==> src/rtl/sensor_rst_lock_ctrl.sv <==
// rtl/sensor_rst_lock_ctrl.sv - CSR-driven per-channel sensor reset levels/pulses with PLL lock-loss monitor
module sensor_rst_lock_ctrl #(
  parameter int                  NUM_CH        = 4,
  parameter int                  PULSE_W       = 16,
  parameter logic [PULSE_W-1:0]  PULSE_DEFAULT = PULSE_W'(64),
  parameter logic [NUM_CH-1:0]   HOLD_INIT     = {NUM_CH{1'b1}},
  parameter int                  SYNC_STAGES   = 2
) (
  input  logic              clk_clk,
  input  logic              reset_reset,
  input  logic [2:0]        avs_address,
  input  logic              avs_read,
  input  logic              avs_write,
  input  logic [31:0]       avs_writedata,
  output logic [31:0]       avs_readdata,
  input  logic [NUM_CH-1:0] lock_in,
  output logic [NUM_CH-1:0] ch_reset_out,
  output logic              irq
);

  localparam int                 MW        = $clog2(SYNC_STAGES + 2);
  localparam logic [MW-1:0]      MASK_LOAD = MW'(SYNC_STAGES + 1);
  localparam logic [MW-1:0]      MASK_ONE  = MW'(1);
  localparam logic [PULSE_W-1:0] CNT_ONE   = PULSE_W'(1);

  typedef enum logic {S_IDLE, S_PULSE} pulse_state_t;

  logic [NUM_CH-1:0]  r_ctrl, r_lost, r_irq_en, r_hist, r_ch_reset;
  logic [PULSE_W-1:0] r_pulse_len;
  logic [NUM_CH-1:0]  r_sync [SYNC_STAGES];
  pulse_state_t       r_state [NUM_CH];
  pulse_state_t       w_state_nxt [NUM_CH];
  logic [PULSE_W-1:0] r_cnt [NUM_CH];
  logic [PULSE_W-1:0] w_cnt_nxt [NUM_CH];
  logic [MW-1:0]      r_mask [NUM_CH];
  logic               r_irq;
  logic [31:0]        r_readdata, w_rdata;

  logic               w_wr_ctrl, w_wr_pulse, w_wr_len, w_wr_lost, w_wr_irq_en;
  logic [NUM_CH-1:0]  w_wdata, w_trig, w_ctrl_nxt, w_pulse_nxt, w_busy;
  logic [NUM_CH-1:0]  w_synced, w_event, w_lost_nxt;
  logic [PULSE_W-1:0] w_len_eff;
  logic               w_unused;

  assign w_wdata     = avs_writedata[NUM_CH-1:0];
  assign w_wr_ctrl   = avs_write && (avs_address == 3'd0);
  assign w_wr_pulse  = avs_write && (avs_address == 3'd1);
  assign w_wr_len    = avs_write && (avs_address == 3'd2);
  assign w_wr_lost   = avs_write && (avs_address == 3'd4);
  assign w_wr_irq_en = avs_write && (avs_address == 3'd5);
  assign w_unused    = ^avs_writedata;

  assign w_trig     = w_wr_pulse ? w_wdata : '0;
  assign w_len_eff  = (r_pulse_len == '0) ? CNT_ONE : r_pulse_len;
  assign w_ctrl_nxt = w_wr_ctrl ? w_wdata : r_ctrl;
  assign w_synced   = r_sync[SYNC_STAGES-1];

  // Per-channel pulse FSMs; next-state is used for the output register so
  // the reset pin rises the cycle right after the triggering write.
  always_comb begin
    for (int i = 0; i < NUM_CH; i++) begin
      w_state_nxt[i] = r_state[i];
      w_cnt_nxt[i]   = r_cnt[i];
      case (r_state[i])
        S_IDLE: begin
          if (w_trig[i]) begin
            w_state_nxt[i] = S_PULSE;
            w_cnt_nxt[i]   = w_len_eff;
          end
        end
        S_PULSE: begin
          if (r_cnt[i] <= CNT_ONE) begin
            w_state_nxt[i] = S_IDLE;
            w_cnt_nxt[i]   = '0;
          end else begin
            w_cnt_nxt[i] = r_cnt[i] - CNT_ONE;
          end
        end
        default: begin
          w_state_nxt[i] = S_IDLE;
          w_cnt_nxt[i]   = '0;
        end
      endcase
      w_pulse_nxt[i] = (w_state_nxt[i] == S_PULSE);
      w_busy[i]      = (r_state[i] == S_PULSE);
    end
  end

  // Lock falls are ignored while a channel is held in reset and until its
  // synchroniser has flushed values captured during the hold.
  always_comb begin
    for (int i = 0; i < NUM_CH; i++) begin
      w_event[i] = r_hist[i] & ~w_synced[i] & ~r_ch_reset[i] & (r_mask[i] == '0);
    end
  end

  assign w_lost_nxt = (r_lost & ~(w_wr_lost ? w_wdata : '0)) | w_event;

  always_comb begin
    w_rdata = '0;
    case (avs_address)
      3'd0:    w_rdata[NUM_CH-1:0]  = r_ctrl;
      3'd1:    w_rdata[NUM_CH-1:0]  = w_busy;
      3'd2:    w_rdata[PULSE_W-1:0] = r_pulse_len;
      3'd3:    w_rdata[NUM_CH-1:0]  = w_synced;
      3'd4:    w_rdata[NUM_CH-1:0]  = r_lost;
      3'd5:    w_rdata[NUM_CH-1:0]  = r_irq_en;
      default: w_rdata = '0;
    endcase
  end

  always_ff @(posedge clk_clk or posedge reset_reset) begin
    if (reset_reset) begin
      for (int i = 0; i < NUM_CH; i++) begin
        r_state[i] <= S_IDLE;
        r_cnt[i]   <= '0;
        r_mask[i]  <= '0;
      end
    end else begin
      for (int i = 0; i < NUM_CH; i++) begin
        r_state[i] <= w_state_nxt[i];
        r_cnt[i]   <= w_cnt_nxt[i];
        if (r_ch_reset[i])
          r_mask[i] <= MASK_LOAD;
        else if (r_mask[i] != '0)
          r_mask[i] <= r_mask[i] - MASK_ONE;
      end
    end
  end

  always_ff @(posedge clk_clk or posedge reset_reset) begin
    if (reset_reset) begin
      for (int k = 0; k < SYNC_STAGES; k++) r_sync[k] <= '0;
      r_hist <= '0;
    end else begin
      r_sync[0] <= lock_in;
      for (int k = 1; k < SYNC_STAGES; k++) r_sync[k] <= r_sync[k-1];
      r_hist <= w_synced;
    end
  end

  always_ff @(posedge clk_clk or posedge reset_reset) begin
    if (reset_reset) begin
      r_ctrl      <= HOLD_INIT;
      r_pulse_len <= PULSE_DEFAULT;
      r_lost      <= '0;
      r_irq_en    <= '0;
      r_ch_reset  <= HOLD_INIT;
      r_irq       <= 1'b0;
      r_readdata  <= '0;
    end else begin
      r_ctrl     <= w_ctrl_nxt;
      r_lost     <= w_lost_nxt;
      r_ch_reset <= w_ctrl_nxt | w_pulse_nxt;
      r_irq      <= |(r_lost & r_irq_en);
      r_readdata <= avs_read ? w_rdata : '0;
      if (w_wr_len)    r_pulse_len <= avs_writedata[PULSE_W-1:0];
      if (w_wr_irq_en) r_irq_en    <= w_wdata;
    end
  end

  assign avs_readdata = r_readdata;
  assign ch_reset_out = r_ch_reset;
  assign irq          = r_irq;

endmodule

==> config.mk <==
export PLATFORM = sky130hd
export DESIGN_NAME = sensor_rst_lock_ctrl
export DESIGN_NICKNAME = d
export VERILOG_FILES = /design/src/rtl/sensor_rst_lock_ctrl.sv
export SDC_FILE = /design/constraint.sdc
export NUM_CORES = 1
export LEC_CHECK = 0
export BUFFER_PORTS_ARGS = -buffer_cell sky130_fd_sc_hd__buf_4
export CORE_ASPECT_RATIO = 0.5
export CORE_MARGIN = 2
export CORE_UTILIZATION = 65
export CTS_BUF_LIST = sky130_fd_sc_hd__clkbuf_8
export DETAILED_ROUTE_END_ITERATION = 16
export GPL_ROUTABILITY_DRIVEN = 0
export HOLD_SLACK_MARGIN = 0.02
export PLACE_DENSITY = 0.87
export SLEW_MARGIN = 15
export SYNTH_ARGS = -nofsm -noshare
export SYNTH_HDL_FRONTEND = slang
export SYNTH_SLANG_ARGS = --single-unit
==> constraint.sdc <==
create_clock -name clk_clk -period 9.75 [get_ports clk_clk]
set_input_delay 0.4875 -clock clk_clk [delete_from_list [all_inputs] [get_ports clk_clk]]
set_output_delay 0.4875 -clock clk_clk [all_outputs]
set_load 0.03 [all_outputs]
Word level (Yosys, flattened, before mapping):

Cells that the tools add are included.

* multiplexer cells: 39
* magnitude comparators: 4
* bitwise operators: 29
* add/sub/neg operators: 8
* equality and inequality tests: 9
* reduce and logical (&&, ||, !) cells: 20

Operators with widths (count)
* $mux 16: 10
* $pmux 16 s2: 4
* $le 16x1->1 const B: 4
* $sub 16x1->16 const B: 4
* $pmux 4 s6: 1
* $logic_not 16->1: 1
* $mux 2: 8
* $reduce_bool 2->1: 8
* $and 1x1->1: 12
* $mux 12: 1
* $mux 4: 3
* $not 1->1: 12
* $and 4x4->4: 2
* $logic_not 2->1: 4
* $mux 1: 8
* $ne 2x2->1 const B: 4
* $or 4x4->4: 2
* $pmux 1 s2: 4
* $sub 2x1->2 const B: 4
* $eq 3x2->1 const B: 2
* $eq 3x3->1 const B: 2
* $logic_and 1x1->1: 5
* $not 4->4: 1
* $reduce_or 4->1: 1
* 2 further kinds: 2

* flip-flop bits (word level): 137
* output and inout port bits: 37
* logic and storage cells: 131

Logic depth before layout (Yosys ltp):

Gate-level depths: netlist (run 1).

* word-level depth: 6
* mapped depth: 8
* depth with buffers taken out: 7

Worst setup path before layout (run 1):

OpenSTA, ideal clock, no wires.

* kind: register -> register
* start point: register r_cnt[56] (netlist name)
* end point: register r_cnt[50] (netlist name)
* path slack: 7.307 ns
* cell stages (with the launch flop): 6
* required time: 9.624 ns
* buffers on the path: 0
* data arrival time: 2.317 ns
* clock period less this slack: 2.443 ns
* setup time: 0.126 ns
* path through: dfrtp_1 or4_4 or4_4 o41ai_4 o22ai_1 a221o_1

* cells in the longest elaborated chain, start to end: 3

RTL lines
* from (decl): line 33 `logic [PULSE_W-1:0] r_cnt [NUM_CH];`
* from (signal, indexed assignment): line 122 `r_cnt[i] <= w_cnt_nxt[i];`
* $le 16x1->1: line 72 `if (r_cnt[i] <= CNT_ONE) begin`
* $mux 16: line 72
* $pmux 16 s2: line 64 `case (r_state[i])`

Every way passes these cells.
A chain may end at the register's enable or synchronous reset.

Worst setup path in the final report (run 1):

* start point: register r_cnt[56] (netlist name)
* end point: register r_ch_reset[0], in the netlist ch_reset_out[0]

* cells in the longest elaborated chain, start to end: 4

RTL lines
* $le 16x1->1: line 72
* $mux 1: line 72
* $pmux 1 s2: line 64
* net w_pulse_nxt[0]: line 40 `logic [NUM_CH-1:0] w_wdata, w_trig, w_ctrl_nxt, w_pulse_nxt, w_busy;`
* $or 4x4->4: line 154 `r_ch_reset <= w_ctrl_nxt | w_pulse_nxt;`
* to (signal assigned): line 154
* to (decl): line 28 `logic [NUM_CH-1:0] r_ctrl, r_lost, r_irq_en, r_hist, r_ch_reset;`

The timed path passes the listed nets, and every way through them passes these cells.

==> results_dict.tcl, run 1 <==
set metrics [dict create \
    worst_pin_slew_ns 1.15 \
    synth_edf_count 0 \
    via_per_inst 6.60 \
    skew_ns 0.0122 \
    synth_cell_type_count 67 \
    port_buffers 47 \
    slew_headroom_pct 23.2 \
    power_w 0.00131 \
    nFillCells 667 \
    cts_tree "yes" \
    syn-mean-instance-area_um2 10.4 \
    yosys-top-cells-count "dfrtp_1 (128), nand2_1 (54), nor2_1 (38)" \
    yosysWarningCount 0 \
    synth-seq-area-share_pct 49.2 \
    grt_pass1_vias 5327 \
    status "complete, no violations" \
    crit_required_ns 10.14 \
    die_h_um 77.3 \
    grt_max_degree 76 \
    clockBufferDepth 2 \
    finalWirelength_um 17600 \
    path_class "flip-flop to flip-flop" \
    htree_num_levels 4 \
    yosysMostFrequentCell "dfrtp_1" \
    setup_violations 0 \
    drc 0 \
    path_max_fanout 19 \
    track_usage_pct 31.5 \
    die_w_um 151 \
    overflow 0 \
    drt_first_pass_iters 6 \
    drv_slew 0 \
    clkTransAtPathRegs_ns 0.08 \
    yosys.area_share.simple_pct 16.5 \
    cts_root_buf "clkbuf_8" \
    hold_viol_final 0 \
    critPathLaunchType "flip-flop" \
    p_per_area_nw_per_um2 166 \
    ioPinCount 80 \
    nets 767 \
    p_leak_nw 3.55 \
    vias 5710 \
    ys.flop_type "dfrtp_1" \
    rows 26 \
    synth_area_leader_cell "dfrtp_1" \
    utilization_pct 76.2 \
    post-dp-hpwl_um 11000 \
    synth_top_area_share_pct 45.8 \
    crit_arrival_ns 3.40 \
    start_util_pct 67.6 \
    grt_first_pass_wirelength_um 27700 \
    synth_compound_area_share_pct 16.8 \
    post_cts.repair.setup_buffers 0 \
    cts_hold_buf 0 \
    fmax_ghz 0.332 \
    syn2layout_area_growth_pct 12.8 \
    rsz0062_at_grt "no" \
    cts_sinks 137 \
    syn_area_um2 6990 \
    grt_antenna_before_repair 0 \
    hold_ws_ns 0.137 \
    numCtsBuffers 17 \
    fin_crit_sh_pct 30.9 \
    clock_latency_ns 0.46 \
    coreArea_um2 10300 \
    tns_ns 0 \
    wl_per_cell_um 20.3 \
    max_cap_viol_count 0 \
    end_kind "flip-flop" \
    muxShareOfSynthArea_pct 7.87 \
    netlist_top_cells_area "dfrtp_1 (46%), mux2i_1 (4.0%), mux2_2 (3.9%)" \
    worstHoldPathType "primary input to asynchronous set/reset pin" \
    min_period_ns 3.02 \
    ys_ff_latch 137 \
    drt_iter0_drc 755 \
    syn_inst 670 \
    ir_drop_v 0.0000803 \
    synth_fa_ha_area_share_pct 2.15 \
    synth-async-reset-ratio_pct 100 \
    num_antenna_cells 0 \
    ctsResizeCount 0 \
    drtAntennaViolNets 0 \
    dieArea_um2 11700 \
    synth_xor_area_share_pct 3.01 \
    synth_top_family_by_area "compound AO/OA/AOI/OAI gates" \
    drive_above_1_share_pct 18.1 \
]
## registers in the layout (all words and copies together) (netlist names)
register	count
avs_readdata	16
r_sync	4
w_synced	4
irq	1
r_state	4
r_irq_en	4
r_lost	4
r_hist	4
r_cnt	64
ch_reset_out	4
r_pulse_len	16
r_ctrl	4
r_mask	8
## routing by layer
metal	part of all wire (%)	GRT usage, %
met5	0	0
met4	3.3	12.2
met3	9.5	7.47
met2	45	48.5
met1	42	43.8
## cell usage in the layout, fill, tap and decap left out, drive strengths merged, types with 5 or more instances in the layout
master	netlist	layout
dfrtp	128	128
dfstp	9	9
o211ai	7	7
inv	22	25
nor4	11	11
nand2b	7	7
xnor2	14	14
and2	15	15
nand2	54	54
or2	6	6
xor2	10	10
nor4bb	6	6
nor2	38	38
a22oi	13	13
o22ai	19	19
nor3b	9	9
conb	1	16
or3	9	9
o21ai	39	39
and3	6	6
ha	12	12
clkbuf	24	18
a221o	16	16
nor3	27	27
buf	21	53
mux2i	28	28
a211o	7	7
nand3	8	8
bufinv	0	6
mux2	24	24
a21oi	16	16
a31oi	5	5
or4	9	9
## metrics by stage
stage,cells,area (um2),setup WS (ns)
after global routing,865,7890,6.68
final,865,7890,6.73
after CTS,865,7890,6.80
after global placement,833,7410,6.82
after detailed placement,833,7410,6.80
after floorplan,685,7050,5.61
## worst paths after layout
kind                             start              end  slack (ns)  cells after the start
setup / recovery             r_cnt[56]  ch_reset_out[0]        6.73                      5
hold / removal             reset_reset        r_mask[6]        0.14                      2
setup reg to reg             r_cnt[56]  ch_reset_out[0]        6.73                      5
hold reg to reg              r_sync[6]      w_synced[2]        0.35                      0
max in group asynchronous  reset_reset        r_cnt[58]        8.35                      3
min in group clk_clk        lock_in[3]        r_sync[7]        0.14                      1
## logic make-up after synthesis
family / count (synthesis)
AOI/OAI and AO/OA: 161
xor gates and xnor gates: 24
adders and majority gates: 12
buffers and inverters: 67
DFF: 137
muxes: 52
other: 1
and+or+nand+nor: 216
## cell type report
class / count / area [um2] / share of cell area [%]
repair buffers: 53 / 398 / 5.05
clock inverters: 14 / 230 / 2.92
flip-flops and latches: 137 / 3440 / 43.6
clock buffers: 18 / 248 / 3.14
inverters: 22 / 87.6 / 1.11
well taps: 140 / 175 / 2.22
multi-input cells: 481 / 3310 / 41.9
## worst max-delay path: stages (launching register included)
cell     delay, ns
dfrtp_1       0.43
or4_4         0.58
or4_4         0.46
o41ai_4       0.91
o21ai_2       0.23
or2_2         0.34
## where the power goes
group          switching [W]  internal, W
clock               0.000227     0.000335
sequential         0.0000580     0.000598
combinational      0.0000508    0.0000378
total               0.000336     0.000971
No activity file was read; power rests on OpenSTA's default activity.
==> run 2, diff against run 1 <==
- CORE_UTILIZATION: 65 -> 61
- PLACE_DENSITY: 0.87 -> 0.83
- clock period: 9.75 -> 3.1 ns (I/O delays scaled with it)
==> run 2 against run 1 <==
Wire length rose by 2.5%. Critical path type unchanged. Maximum frequency rose by 15%. Die area rose by 6.3%. Combinational power rose to 3.4 times the previous value. Count of clock-buffer cells in the layout did not move. Via count rose by 1.6%.
==> results_dict.tcl, run 2 (same netlist as run 1, synthesis figures left out) <==
set metrics [dict create \
    status "complete, no violations" \
    critPathBufInv 1 \
    dp.cells 846 \
    power_w 0.00413 \
    fin_crit_sh_pct 84.5 \
    vias 5801 \
    worst-path-stages 6 \
    ff2ff_setup_slack_ns 0.48 \
    worst_pin_slew_ns 1.23 \
    worstHoldPathType "primary input to flip-flop" \
    mostFrequentLayoutCells "dfrtp_1 (128), buf_4 (60), nand2_1 (54)" \
    syn2layout_area_growth_pct 16.8 \
    p_per_area_nw_per_um2 506 \
    largest-register "r_cnt" \
    path_max_fanout 10 \
    via_per_inst 6.46 \
    drv_slew 0 \
    cts_tree "yes" \
    clkTransAtPathRegs_ns 0.07 \
    hold_viol_final 0 \
    drtAntennaViolNets 0 \
    drt_first_pass_iters 5 \
    max_cap_viol_count 0 \
    setup_violations 0 \
    start_util_pct 63.1 \
    timing.rr.start "r_cnt[23]" \
    final_common_cell "dfrtp_1" \
    tns_ns 0 \
    min_period_ns 2.62 \
    fmax_ghz 0.382 \
    use_met2_pct 48.3 \
    ioPinCount 80 \
    crit_arrival_ns 2.99 \
    crit_chain "or4_4 -> or4_1 -> o21ai_1 -> buf_4 -> o21ai_1 -> or2_1" \
    htree_num_levels 4 \
    path_class "flip-flop to flip-flop" \
    startpoint "r_cnt[23]" \
    cp_slowest_cell "or4_1" \
    postPlaceCellArea_um2 7490 \
    nets 795 \
    cts_root_buf "clkbuf_8" \
    clock_latency_ns 0.46 \
    stdcell_area_um2 8160 \
    finalWirelength_um 18000 \
    crit_required_ns 3.47 \
    p_leak_nw 3.68 \
    critPathLaunchType "flip-flop" \
    nFillCells 745 \
    die_w_um 155 \
    reg2regPathDepth 6 \
    register_area_um2 3440 \
    num_antenna_cells 0 \
    grt_first_pass_wirelength_um 28900 \
    drc 0 \
    rows 27 \
    wl_per_cell_um 20.1 \
    grt_antenna_before_repair 0 \
    utilization_pct 73.7 \
    skew_ns 0.0198 \
    end_kind "flip-flop" \
    use_met3_pct 6.03 \
    cts_sinks 137 \
    overflow 0 \
    die_h_um 79.7 \
    largest_register_ffs 64 \
    clockBufferDepth 2 \
    rsz0062_at_grt "no" \
    grt-busiest-layer "met2" \
    grt_max_degree 138 \
    slowest_delay_ns 0.59 \
    final_cells 898 \
    drt_iter0_drc 834 \
    rr_endpoint "ch_reset_out[2]" \
    multi_input_area_um2 3310 \
    port_buffers 47 \
    dieArea_um2 12400 \
    drive_above_1_share_pct 18.5 \
    coreArea_um2 11100 \
    use_met1_pct 42.2 \
    post-dp-hpwl_um 11100 \
    cp-endpoint "ch_reset_out[2]" \
    track_usage_pct 30.4 \
    grt_pass1_vias 5529 \
    critical-path-top-delay-family "simple AND/OR/NAND/NOR gates" \
    slew_headroom_pct 17.0 \
    ir_drop_v 0.000271 \
    numCtsBuffers 17 \
    cpMostUsedCell "o21ai_1" \
]
==> run 2: cell count changes in the layout (fill, tap and decap cells not counted) <==
cell and delta:
clkinv_4 +2, dlygate4sd3_1 +20, clkinv_2 +1, buf_12 +1
buf_4 +7, clkinvlp_4 -1, inv_6 -2
==> run 2: per-stage QoR <==
step                setup WS, ns  hold slack (ns)
finish                     0.480           0.0389
detailed placement         0.532            0.265
CTS                        0.516           0.0214
global placement           0.557            0.265
floorplan                  0.657            0.186
global route               0.352           0.0344
==> run 2: worst register-to-register path: stages (launching register included) <==
cell     delay (ns)
dfrtp_1        0.42
or4_4          0.56
or4_1          0.59
o21ai_1        0.33
buf_4          0.22
o21ai_1        0.14
or2_1          0.28
==> run 2: power by group <==
group          switching (W)  internal, W  leakage [nW]
combinational       0.000165     0.000138          1.85
clock               0.000709      0.00105         0.249
sequential          0.000185      0.00188          1.58
==> run 2: layout make-up <==
class | count | share of cell area [%]
inverter | 22 | 1.06
sequential | 137 | 42.1
timing repair buffer | 81 | 8.22
clock inverter | 14 | 2.81
clock buffer | 18 | 3.03
multi-input combinational | 481 | 40.5
tap | 145 | 2.22
==> run 2: how the worst min path moves through the flow <==
| stage | start | endpoint | cells past startpoint |
|---|---|---|---|
| 2_1_floorplan | lock_in[0] | r_sync[4] | 0 |
| 3_3_place_gp | lock_in[0] | r_sync[4] | 1 |
| 3_5_place_dp | lock_in[2] | r_sync[6] | 1 |
| 4_1_cts | avs_writedata[0] | r_irq_en[0] | 2 |
| 5_1_grt | avs_writedata[0] | r_irq_en[0] | 2 |
| 6_report | avs_writedata[0] | r_irq_en[0] | 2 |
==> run 2: what timing repair did <==
| action | in CTS | in global routing |
|---|---|---|
| endpoints found under the setup margin | 0 | 0 |
| endpoints found under the hold margin | 153 | 0 |
| resized for setup | 0 | 0 |
| hold buffers | 20 | 0 |
| buffers inserted | 0 | 0 |
==> run 2: metal layers <==
metal | part of all wire (%) | up-vias
met5 | 0 | -
met4 | 2.3 | 0
met3 | 8.7 | 47
met2 | 45 | 332
met1 | 44 | 2832
li1 | - | 2590
==> run 3, diff against run 2 <==
- clock period: 3.1 -> 2.55 ns (I/O delays scaled with it)
==> run 3 against run 2 <==
Sequential cell count unchanged. Count of clock-buffer cells in the layout up 1. Largest cell class unchanged. Cell area up 2.4%.
==> results_dict.tcl, run 3 (same netlist as run 1, synthesis figures left out) <==
set metrics [dict create \
    grt_max_degree 49 \
    slowest_delay_ns 0.57 \
    clkTransAtPathRegs_ns 0.08 \
    utilization_pct 75.4 \
    finalWirelength_um 19000 \
    timing.rr.start "r_cnt[56]" \
    cp_slowest_cell "or4_4" \
    cts_tree "yes" \
    drc 0 \
    internal_power_w 0.00397 \
    power.switching_w 0.00130 \
    start_util_pct 63.1 \
    clock_latency_ns 0.45 \
    ir_drop_v 0.000401 \
    p_leak_nw 3.78 \
    overflow 0 \
    num_antenna_cells 0 \
    nets 813 \
    drv_slew 0 \
    vias 5979 \
    status "complete, no violations" \
    via_per_inst 6.53 \
    critical-path-top-delay-family "simple AND/OR/NAND/NOR gates" \
    dp.cells 862 \
    path_class "flip-flop to flip-flop" \
    skew_ns 0.0155 \
    fin_crit_sh_pct 97.8 \
    clkPwrFrac_pct 45.2 \
    final_common_cell "dfrtp_1" \
    final_cells 916 \
    post_cts.repair.setup_buffers 0 \
    htree_num_levels 4 \
    p_per_area_nw_per_um2 630 \
    ioPinCount 80 \
    power_w 0.00527 \
    postPlaceCellArea_um2 7590 \
    crit_chain "or4_4 -> or4_4 -> o41ai_4 -> buf_6 -> o22ai_1 -> a221o_1" \
    port_buffers 47 \
    hold_start "avs_address[0]" \
    stdcell_area_um2 8360 \
    crit_required_ns 2.88 \
    p_seq_share_pct 47.3 \
    path_max_fanout 10 \
    hold_ws_ns 0.0762 \
    coreArea_um2 11100 \
    mostFrequentLayoutCells "dfrtp_1 (128), buf_4 (75), nand2_1 (54)" \
    clockBufferDepth 2 \
    worst_pin_slew_ns 0.841 \
    wl_per_cell_um 20.7 \
    slew_headroom_pct 44.0 \
    setup_violations 0 \
    track_usage_pct 32.0 \
    post-dp-hpwl_um 11900 \
    drt_first_pass_iters 5 \
    die_h_um 79.7 \
    drtAntennaViolNets 0 \
    cts_sinks 137 \
    drt_iter0_drc 682 \
    worstHoldPathType "primary input to flip-flop" \
    crit_arrival_ns 2.82 \
    dieArea_um2 12400 \
    drive_above_1_share_pct 20.2 \
    cts_root_buf "clkbuf_8" \
    grt_antenna_before_repair 0 \
    hold_viol_final 0 \
    nFillCells 713 \
    largest-register "r_cnt" \
    rows 27 \
    swShare_pct 24.7 \
    largest_register_ffs 64 \
    startpoint "r_cnt[56]" \
    grt_first_pass_wirelength_um 30200 \
    syn2layout_area_growth_pct 19.6 \
    numCtsBuffers 17 \
    fmax_ghz 0.401 \
    p_comb_share_pct 7.5 \
    grt_pass1_vias 5832 \
    end_kind "flip-flop" \
    max_cap_viol_count 0 \
    critPathLaunchType "flip-flop" \
    min_period_ns 2.49 \
    cpMostUsedCell "or4_4" \
    critPathBufInv 1 \
    die_w_um 155 \
]
[run 3: routing by layer]
metal,part of all wire [%],track usage (%),vias to the layer above
met2,47,52.7,334
met3,8.5,6.62,55
met5,0,0,-
met1,42,42.5,2973
met4,2.6,11.9,0
li1,-,-,2617
[run 3: worst paths after layout]
| kind | to | slack (ns) | cells after the start |
|---|---|---|---|
| worst min-delay path | avs_readdata[1] | 0.08 | 2 |
| min in group asynchronous | w_synced[0] | 0.42 | 4 |
| worst min register to register | w_synced[0] | 0.34 | 0 |
| worst max register to register | r_cnt[50] | 0.06 | 6 |
| max in group asynchronous | r_cnt[41] | 1.64 | 4 |
| worst max-delay path | r_cnt[50] | 0.06 | 6 |
[run 3: stage by stage]
step	setup TNS, ns	setup WS, ns
final	0	0.0554
after global routing	-0.000511	-0.000511
after CTS	0	0.0393
after detailed placement	0	0.0605
after global placement	0	0.120
after floorplan	0	0.107
[run 3: timing repair]
| action | CTS | global route |
|---|---|---|
| resized for setup | 0 | 3 |
| setup endpoints to repair | 0 | 7 |
| hold buffers | 22 | 0 |
| endpoints found under the hold margin | 162 | 0 |
[run 3: power groups by stage]
stage | Combinational, W | Clock, W | Sequential [W]
CTS | 0.000392 | 0.00239 | 0.00248
detailed placement | 0.000355 | 0 | 0.00252
floorplan | 0.000232 | 0 | 0.00243
global placement | 0.000340 | 0 | 0.00251
finish | 0.000396 | 0.00238 | 0.00249
global route | 0.000424 | 0.00247 | 0.00249
[run 3: worst register-to-register path: cells and delay by family (launching register included)]
family                 cells  cell delay (ns)
DFF                        1             0.39
AOI/OAI and AO/OA          3             0.75
buffers and inverters      1             0.20
and+or+nand+nor            2             1.04
[run 3: cell type report]
cell class / count / area [um2] / share of cell area (%)
multi-input combinational: 481 / 3310 / 39.6
clock buffer: 19 / 262 / 3.13
clock inverter: 13 / 273 / 3.26
inverter: 22 / 86.3 / 1.03
tap: 145 / 181 / 2.17
sequential: 137 / 3440 / 41.1
timing repair buffer: 99 / 806 / 9.64
